## src/rtl/uart_pkg.sv

```systemverilog
// Shared types and constants for the oversampling UART receive path.
// FSM encoding, oversample phases and a parameter legality check.
package uart_pkg;

  typedef enum logic [2:0] {
    S_IDLE,
    S_START,
    S_DATA,
    S_PARITY,
    S_STOP,
    S_WAIT_HIGH
  } rx_state_t;

  localparam int OS_RATE = 16;
  localparam int OS_W    = $clog2(OS_RATE);

  localparam logic [OS_W-1:0] OS_MID_LO = OS_W'(7);
  localparam logic [OS_W-1:0] OS_MID    = OS_W'(8);
  localparam logic [OS_W-1:0] OS_MID_HI = OS_W'(9);

  function automatic bit params_ok(
    input int div,
    input int dbits,
    input int sbits,
    input int podd
  );
    return (div >= 2)
      && (dbits >= 5) && (dbits <= 9)
      && ((sbits == 1) || (sbits == 2))
      && ((podd == 0) || (podd == 1));
  endfunction

endpackage

```

## src/rtl/uart_rx_os_if.sv

```systemverilog
// Received-word handshake bundle for uart_rx_os.
// master drives data/valid, slave returns ready.
interface uart_rx_os_if #(
  parameter int DATA_BITS = 8
);
  logic [DATA_BITS-1:0] rx_data;
  logic                 rx_valid;
  logic                 rx_ready;

  modport master (
    output rx_data,
    output rx_valid,
    input  rx_ready
  );

  modport slave (
    input  rx_data,
    input  rx_valid,
    output rx_ready
  );
endinterface

```

## src/rtl/uart_baud_tick.sv

```systemverilog
// Baud x16 tick divider with synchronous clear for frame alignment.
// Shared between the UART receiver and transmitter.
module uart_baud_tick #(
  parameter int DIV = 10
) (
  input  logic clk,
  input  logic rst,
  input  logic clr,
  output logic tick
);
  localparam int W = $clog2(DIV);
  localparam logic [W-1:0] TOP = W'(DIV - 1);

  logic [W-1:0] cnt;

  assign tick = ~clr & (cnt == TOP);

  always_ff @(posedge clk) begin
    if (rst || clr || tick)
      cnt <= '0;
    else
      cnt <= cnt + 1'b1;
  end
endmodule

```

## src/rtl/uart_rx_os.sv

```systemverilog
// 16x oversampling UART receiver with majority-vote bit decisions.
// Define UART_RX_PARITY_EN to expect and check a parity bit.
module uart_rx_os
  import uart_pkg::*;
#(
  parameter int CLK_FREQ   = 50_000_000,
  parameter int BAUD       = 115200,
  parameter int DATA_BITS  = 8,
  parameter int STOP_BITS  = 1,
  parameter int PARITY_ODD = 0
) (
  input  logic clk,
  input  logic rst,
  input  logic rx,
  uart_rx_os_if.master bus,
  output logic frame_err,
  output logic parity_err,
  output logic overrun,
  output logic busy
);
  localparam int DIV = CLK_FREQ / (BAUD * 16);
  localparam int BW  = $clog2(DATA_BITS);
  localparam logic [BW-1:0] LAST = BW'(DATA_BITS - 1);
  localparam logic SLAST = 1'(STOP_BITS - 1);

  if (!params_ok(DIV, DATA_BITS, STOP_BITS, PARITY_ODD))
  begin : g_bad_params
    $error("uart_rx_os: illegal parameters");
  end

  logic [1:0]           sync;
  logic                 rxs;
  logic                 rxs_q;
  rx_state_t            state;
  logic [OS_W-1:0]      os;
  logic [BW-1:0]        idx;
  logic                 sidx;
  logic [DATA_BITS-1:0] shreg;
  logic [1:0]           smp;
  logic                 perr;
  logic                 tick;
  logic                 fall;
  logic                 clr;
  logic                 maj;
  logic                 dec;

  assign rxs  = sync[1];
  assign fall = rxs_q & ~rxs;
  assign clr  = (state == S_IDLE) & fall;
  assign dec  = tick & (os == OS_MID_HI);
  assign busy = (state != S_IDLE);
  assign maj  = (smp[0] & smp[1])
              | (smp[0] & rxs)
              | (smp[1] & rxs);

  uart_baud_tick #(
    .DIV(DIV)
  ) u_tick (
    .clk (clk),
    .rst (rst),
    .clr (clr),
    .tick(tick)
  );

  always_ff @(posedge clk) begin
    if (rst)
      sync <= 2'b11;
    else
      sync <= {sync[0], rx};
  end

`ifdef UART_RX_PARITY_EN
  always_ff @(posedge clk) begin
    if (rst)
      perr <= 1'b0;
    else if (state == S_PARITY && dec)
      perr <= ((^shreg) ^ maj) != (PARITY_ODD != 0);
  end
`else
  assign perr = 1'b0;
`endif

  always_ff @(posedge clk) begin
    if (rst) begin
      state        <= S_IDLE;
      os           <= '0;
      idx          <= '0;
      sidx         <= 1'b0;
      shreg        <= '0;
      smp          <= '0;
      rxs_q        <= 1'b1;
      bus.rx_data  <= '0;
      bus.rx_valid <= 1'b0;
      frame_err    <= 1'b0;
      parity_err   <= 1'b0;
      overrun      <= 1'b0;
    end else begin
      rxs_q      <= rxs;
      frame_err  <= 1'b0;
      parity_err <= 1'b0;
      overrun    <= 1'b0;
      if (bus.rx_valid && bus.rx_ready)
        bus.rx_valid <= 1'b0;
      if (tick && busy && state != S_WAIT_HIGH) begin
        os <= os + 1'b1;
        if (os == OS_MID_LO) smp[0] <= rxs;
        if (os == OS_MID)    smp[1] <= rxs;
      end
      unique case (state)
        S_IDLE: begin
          if (fall) begin
            state <= S_START;
            os    <= '0;
          end
        end
        S_START: begin
          if (dec) begin
            state <= maj ? S_IDLE : S_DATA;
            idx   <= '0;
          end
        end
        S_DATA: begin
          if (dec) begin
            shreg <= {maj, shreg[DATA_BITS-1:1]};
            if (idx == LAST) begin
              sidx <= 1'b0;
`ifdef UART_RX_PARITY_EN
              state <= S_PARITY;
`else
              state <= S_STOP;
`endif
            end else begin
              idx <= idx + 1'b1;
            end
          end
        end
`ifdef UART_RX_PARITY_EN
        S_PARITY: begin
          if (dec)
            state <= S_STOP;
        end
`endif
        S_STOP: begin
          if (dec) begin
            if (!maj) begin
              frame_err <= 1'b1;
              state     <= S_WAIT_HIGH;
            end else if (sidx != SLAST) begin
              sidx <= 1'b1;
            end else begin
              state <= S_IDLE;
              if (perr)
                parity_err <= 1'b1;
              else if (!bus.rx_valid || bus.rx_ready) begin
                bus.rx_data  <= shreg;
                bus.rx_valid <= 1'b1;
              end else
                overrun <= 1'b1;
            end
          end
        end
        S_WAIT_HIGH: begin
          if (rxs)
            state <= S_IDLE;
        end
        default: state <= S_IDLE;
      endcase
    end
  end
endmodule

```

## src/flat_wrapper.sv

```systemverilog
// flat-port wrapper written by rule: the top's interface ports become plain ports
module uart_rx_os_flat import uart_pkg::*;
#(
  parameter int CLK_FREQ   = 50_000_000,
  parameter int BAUD       = 115200,
  parameter int DATA_BITS  = 8,
  parameter int STOP_BITS  = 1,
  parameter int PARITY_ODD = 0
)
  (clk, rst, rx, frame_err, parity_err, overrun, busy, bus_rx_data, bus_rx_valid, bus_rx_ready);
  uart_rx_os_if #(.DATA_BITS(DATA_BITS)) bus_i ();
  input  logic clk;
  input  logic rst;
  input  logic rx;
  output logic frame_err;
  output logic parity_err;
  output logic overrun;
  output logic busy;
  output wire logic [$bits(bus_i.rx_data)-1:0] bus_rx_data;
  output wire logic [$bits(bus_i.rx_valid)-1:0] bus_rx_valid;
  input wire logic [$bits(bus_i.rx_ready)-1:0] bus_rx_ready;
  assign bus_rx_data = bus_i.rx_data;
  assign bus_rx_valid = bus_i.rx_valid;
  assign bus_i.rx_ready = bus_rx_ready;
  uart_rx_os #(.CLK_FREQ(CLK_FREQ), .BAUD(BAUD), .DATA_BITS(DATA_BITS), .STOP_BITS(STOP_BITS), .PARITY_ODD(PARITY_ODD)) u_core (.clk(clk), .rst(rst), .rx(rx), .bus(bus_i), .frame_err(frame_err), .parity_err(parity_err), .overrun(overrun), .busy(busy));
endmodule
```

## config.mk

```make
export PLATFORM = sky130hd
export DESIGN_NAME = uart_rx_os_flat
export DESIGN_NICKNAME = d
export VERILOG_FILES = /design/src/rtl/uart_pkg.sv /design/src/rtl/uart_rx_os_if.sv /design/src/rtl/uart_baud_tick.sv /design/src/rtl/uart_rx_os.sv /design/src/flat_wrapper.sv
export SDC_FILE = /design/constraint.sdc
export NUM_CORES = 1
export LEC_CHECK = 0
export ABC_AREA = 1
export BUFFER_PORTS_ARGS = -buffer_cell sky130_fd_sc_hd__buf_2
export CAP_MARGIN = 30
export CORE_ASPECT_RATIO = 0.5
export CORE_UTILIZATION = 34
export DETAILED_ROUTE_END_ITERATION = 10
export GPL_TIMING_DRIVEN = 0
export SETUP_SLACK_MARGIN = 0.15
export SYNTH_ARGS = -nofsm -noshare
export SYNTH_HDL_FRONTEND = slang
export SYNTH_SLANG_ARGS = --single-unit
```

## constraint.sdc

```tcl
create_clock -name clk -period 1.35 [get_ports clk]
set_input_delay 0.135 -clock clk [delete_from_list [all_inputs] [get_ports clk]]
set_output_delay 0.135 -clock clk [all_outputs]
set_load 0.05 [all_outputs]
```

; After elaboration in Yosys (flattened, before gate mapping)
; Cells that the tools add are included.
[totals]
ff_bits = 40
word_cells = 102
output_inout_bits = 13
[op_classes]
n_addsub = 3
n_reduce_logical = 20
bitwise_logic = 15
n_eq_ne = 19
muxes = 31
[ops]
columns = cell, n
row1 = 3-bit two-way mux, 11
row2 = 3-bit one-hot mux with 5 select lines, 1
row3 = "2-bit by 1-bit != test with 1-bit output, second input constant", 7
row4 = 1-bit two-way mux, 13
row5 = 4-bit two-way mux, 3
row6 = 5-bit AND reduction, 2
row7 = "3-bit equality test, second input constant", 3
row8 = "4-bit equality test, second input constant", 2
row9 = 1-bit bitwise AND, 7
row10 = 7-bit AND reduction, 1
row11 = "3-bit != test, second input constant", 2
row12 = 1-bit inverter, 6
row13 = 3-bit one-hot mux with 2 select lines, 1
row14 = 2-bit AND reduction, 3
row15 = "5-bit by 1-bit adder with 5-bit output, second input constant", 1
row16 = "5-bit equality test, second input constant", 1
row17 = 5-bit OR reduction, 1
row18 = "4-bit by 1-bit adder with 4-bit output, second input constant", 1
row19 = "4-bit by 3-bit equality test with 1-bit output, second input constant", 1
row20 = 4-bit AND reduction, 1
row21 = 2-bit nonzero test, 2
row22 = "3-bit by 1-bit adder with 3-bit output, second input constant", 1
row23 = "3-bit by 1-bit equality test with 1-bit output, second input constant", 1
row24 = "3-bit by 2-bit equality test with 1-bit output, second input constant", 1
row25 = 10 further kinds, 15

; Logic depth before layout (Yosys ltp)
[logic_depth]
ltp_word = 10
ltp_mapped = 11
ltp_nobuf = 11

; Cells and area by module
; Synthesis repeated with hierarchy kept, for this count alone.
[unflattened]
hier_cells = 230
area_unflattened_um2 = 1789.2
[modules_own_cells]
columns = module, n_inst, seq_area_each_um2, cells_each, area_each_um2
row1 = uart_rx_os, 1, 680.7, 199, 1536.5
row2 = uart_baud_tick, 1, 100.1, 31, 252.7

; Worst setup path before layout
; No wires, ideal clock.
[synth_timing]
kind = reg2reg
startpoint = register u_core.bus.rx_valid
endpoint = register u_core.bus.rx_data[6]
required_time_ns = 1.237
stages_incl_launch_ff = 9
arrival_ns = 1.316
slack_ns = -0.079
path_buffers = 1
cell_sequence = dfxtp_1 -> inv_1 -> nor2_1 -> nor2_4 -> nand4_4 -> buf_6 -> nand2_1 -> nand2_1 -> nor2_1
[synth_between]
elab_chain_cells = 3
[synth_lines]
columns = element, line_no
row1 = from (decl), uart_rx_os_if.sv:12  ; output rx_valid,
row2 = from (signal assigned), uart_rx_os.sv:93  ; bus.rx_valid <= 1'b0;
row3 = from (signal assigned), uart_rx_os.sv:103  ; bus.rx_valid <= 1'b0;
row4 = from (signal assigned), uart_rx_os.sv:156  ; bus.rx_valid <= 1'b1;
row5 = 1-bit zero test, uart_rx_os.sv:154  ; else if (!bus.rx_valid || bus.rx_ready) begin
row6 = 1-bit logical OR, uart_rx_os.sv:154
row7 = 5-bit AND reduction (no source line), n/a
row8 = to (signal assigned), uart_rx_os.sv:155  ; bus.rx_data <= shreg;
row9 = to (decl), uart_rx_os_if.sv:11  ; output rx_data,
; No other way between the ends.
; A chain may end at the register's enable or synchronous reset.

; Worst setup path in the final report
[layout_timing]
startpoint = register u_core.u_tick.cnt[0]
endpoint = register u_core.bus.rx_data[7]
[layout_between]
elab_chain_cells = 4
[layout_lines]
columns = element, line_no
row1 = from (decl), uart_baud_tick.sv:14  ; logic [W-1:0] cnt;
row2 = from (signal assigned), uart_baud_tick.sv:22  ; cnt <= cnt + 1'b1;
row3 = 5-bit equality test, uart_baud_tick.sv:16  ; assign tick = ~clr & (cnt == TOP);
row4 = 1-bit bitwise AND, uart_baud_tick.sv:16
row5 = 1-bit bitwise AND, uart_rx_os.sv:50  ; assign dec = tick & (os == OS_MID_HI);
row6 = 5-bit AND reduction (no source line), n/a
; No other way between the ends.

==> results.cfg <==
[sta]
slew_headroom_pct = 62.4
setup_violations = 22
finalCritPeriodShare_pct = 109
rsz0062_at_grt = true
drv_slew = 0
tightestPinTransition_ns = 0.564
min_period_ns = 1.48
fmax_ghz = 0.678
finalHoldViolCount = 0
fin_worst_skew_ns = 0.00759
fin_ws_ns = -0.125

[clocking]
cts_buffers = 5
clkLatencyLatePin_ns = 0.29
clockRootBuffer = clkbuf_8
clkTransAtPathRegs_ns = 0.07
cts_tree = yes
clock_path_buffers = 2
cts.htree.levels = 2
cts_hold_buf = 0
cts_sinks = 39

[worst_setup_path]
rrSetupSlack_ns = -0.13
r2r_cells = 10
cp_data_arrival_time_ns = 1.66
rr_endpoint = u_core.bus.rx_data[7]
path_class = register to register
critical_path_required_ns = 1.54
endpoint_kind = register
crit_fanout = 6
reg2reg_from = u_core.u_tick.cnt[0]
crit_path_start_kind = register

[power_and_ir_drop]
fin_total_pwr_mw = 3.84
clkPwrFrac_pct = 26.1
p_leak_nw = 1.08
power_frac_comb_pct = 39.3
p_switching_mw = 1.40
swShare_pct = 36.4
seq_power_share_pct = 34.6
vdd_drop_max_uv = 661
internal_power_mw = 2.44
power_density_nw_per_um2 = 1520

[finish]
area_delta_synth_final_pct = 39.3
drive_above_1_share_pct = 42.5
fin_nets = 297
fillers = 468
final_core_utilization_pct = 50.2
n_antenna_cell = 0

[synthesis]
yosys.area.top_type = dfxtp_1
async_flop_share_pct = 0
synth_cells = 246
synthTopCellsByCount = nand2_1 (58), nor2_1 (40), dfxtp_1 (39), inv_1 (27), a21oi_1 (18)
synth_seq_cells = 39
ys_seq_area_share_pct = 43.1
yosysMostFrequentCell = nand2_1
synth.top_cell.area_share_pct = 43.1
synth-warning-count = 0
yosysUniqueCellTypes = 29
synth_nets = 257
yosys-top-cells-area = dfxtp_1 (43%), nand2_1 (12%), nor2_1 (8.3%), inv_1 (5.6%), a21oi_1 (5.0%)
synth_edf_count = 0
syn_area_sq_um = 1810
syn_avg_cell_area_sq_um = 7.36
synth-main-ff-cell = dfxtp_1

[worst_hold_path]
hold-path-cell-count = 2
holdPathEnd = u_core.sync[0]
hold_path_class = input pin to register
hp-start = rx

[placed_design]
place.gp.congestion = 0.851
io_buffers = 15
dpl.hpwl_um = 2490

[route]
dr.pass1.iters = 4
postRouteAntennaNets = 0
drt-wirelength-per-cell_um = 11.0
viasPerCell = 4.61
dr.first_iter.drc_count = 53
wl_um = 3920
post-route-drc-count = 0
via_count = 1644

[global_route]
grt_use_total_pct = 14.3
grt_pass1_wl_um = 6300
antenna_found_initial = 0
grt_max_degree = 13
overflow = 0
grt_pass1_vias = 1453

[die]
die_x_um = 105
core_area_sq_um = 5020
io_pins = 17
die_y_um = 53.6
fp-row-count = 18
start_util_pct = 36.0
die-area_sq_um = 5640

[status]
violations = setup timing
outcome = finished, violations left

[run]
max_cap_viol_count = 0
[layout make-up]
| type | instances | area [sq um] | area share (%) |
|---|---|---|---|
| timing repair buffer | 31 | 220 | 8.73 |
| sequential | 39 | 801 | 31.7 |
| clock inverter | 2 | 35.0 | 1.39 |
| buffer | 4 | 36.3 | 1.44 |
| multi-input combinational | 175 | 1140 | 45.3 |
| clock buffer | 6 | 82.6 | 3.27 |
| inverter | 30 | 118 | 4.66 |
| tap | 70 | 87.6 | 3.47 |
[how the worst max path moves through the flow]
stage                         start               endpoint  slack, ns  cells past startpoint
5_1_grt        u_core.u_tick.cnt[0]  u_core.bus.rx_data[1]      -0.20                     11
4_1_cts        u_core.u_tick.cnt[0]  u_core.bus.rx_data[4]      -0.15                     10
6_report       u_core.u_tick.cnt[0]  u_core.bus.rx_data[7]      -0.13                     10
3_5_place_dp           u_core.os[1]        u_core.shreg[1]      -0.21                      8
3_3_place_gp   u_core.u_tick.cnt[0]        u_core.shreg[5]      -0.17                     10
2_1_floorplan  u_core.u_tick.cnt[0]  u_core.bus.rx_data[7]      0.004                     10
[cells by family after synthesis]
family | after synthesis | share of synthesized area, %
adders and majority gates | 7 | 4.84
and+or+nand+nor | 140 | 35.9
other | 1 | 0.207
AOI/OAI and AO/OA | 22 | 6.22
xor gates and xnor gates | 3 | 1.45
DFF | 39 | 43.1
buffers and inverters | 34 | 8.22
[power by group through the flow]
stage	combinational (mW)	sequential (mW)	clock [mW]
after floorplan	0.847	1.32	0
after global placement	0.979	1.34	0
after detailed placement	0.997	1.34	0
after CTS	1.32	1.32	1.02
after global routing	1.65	1.34	1.08
final	1.51	1.33	1.00
[metal layers]
metal	share of wire (%)	GRT usage [%]	vias to the layer above
li1	-	-	855
met1	46	17.0	768
met2	51	26.5	16
met3	2.2	3.63	5
met4	0.74	4.23	0
met5	0	0	-
[registers in the layout, summed over array words and instances, names as in the netlist, 2 cells and up]
register / flops
u_core.u_tick.cnt: 5
u_core.bus.rx_data: 8
u_core.idx: 3
u_core.os: 4
u_core.smp: 2
u_core.state: 3
u_core.shreg: 8
u_core.sync: 2
[worst max-delay path: stages, from the launching register on]
cell and delay [ns]:
dfxtp_2 0.33, inv_2 0.06, ha_4 0.12, inv_2 0.02
nor2_1 0.07, nand2_1 0.10, nor2_4 0.17, nand4_4 0.18
buf_6 0.19, nor2_1 0.08, nor2_1 0.05
[metrics by stage]
stage / setup WS [ns] / setup TNS [ns] / hold slack (ns) / instances / instance area [sq um]
2_1_floorplan: 0.00380 / 0 / 0.214 / 246 / 1860
3_3_place_gp: -0.174 / -3.11 / 0.320 / 331 / 2020
3_5_place_dp: -0.209 / -3.79 / 0.325 / 331 / 2020
4_1_cts: -0.153 / -2.11 / 0.0209 / 352 / 2400
5_1_grt: -0.204 / -3.70 / 0.0200 / 357 / 2520
6_report: -0.125 / -1.74 / 0.0236 / 357 / 2520
[placed cells by master (no fill, tap or decap), drive strengths merged]
cell type / count
inv: 28
nand4: 4
nand2: 62
nor3: 3
conb: 1
clkbuf: 8
dfxtp: 39
o21ai: 3
nand3b: 1
nor3b: 1
a21oi: 18
nor4: 1
bufinv: 1
or2: 4
ha: 7
nor2: 46
clkinv: 3
xor2: 3
nand3: 20
buf: 33
a211oi: 1
[timing repair]
action	CTS	global route
setup buffers	10	5
hold endpoints to repair	0	0
setup endpoints to repair	32	37
pin swaps	16	12
resized for setup	49	26
cloned	3	0
(Power assumes the default switching activity.)
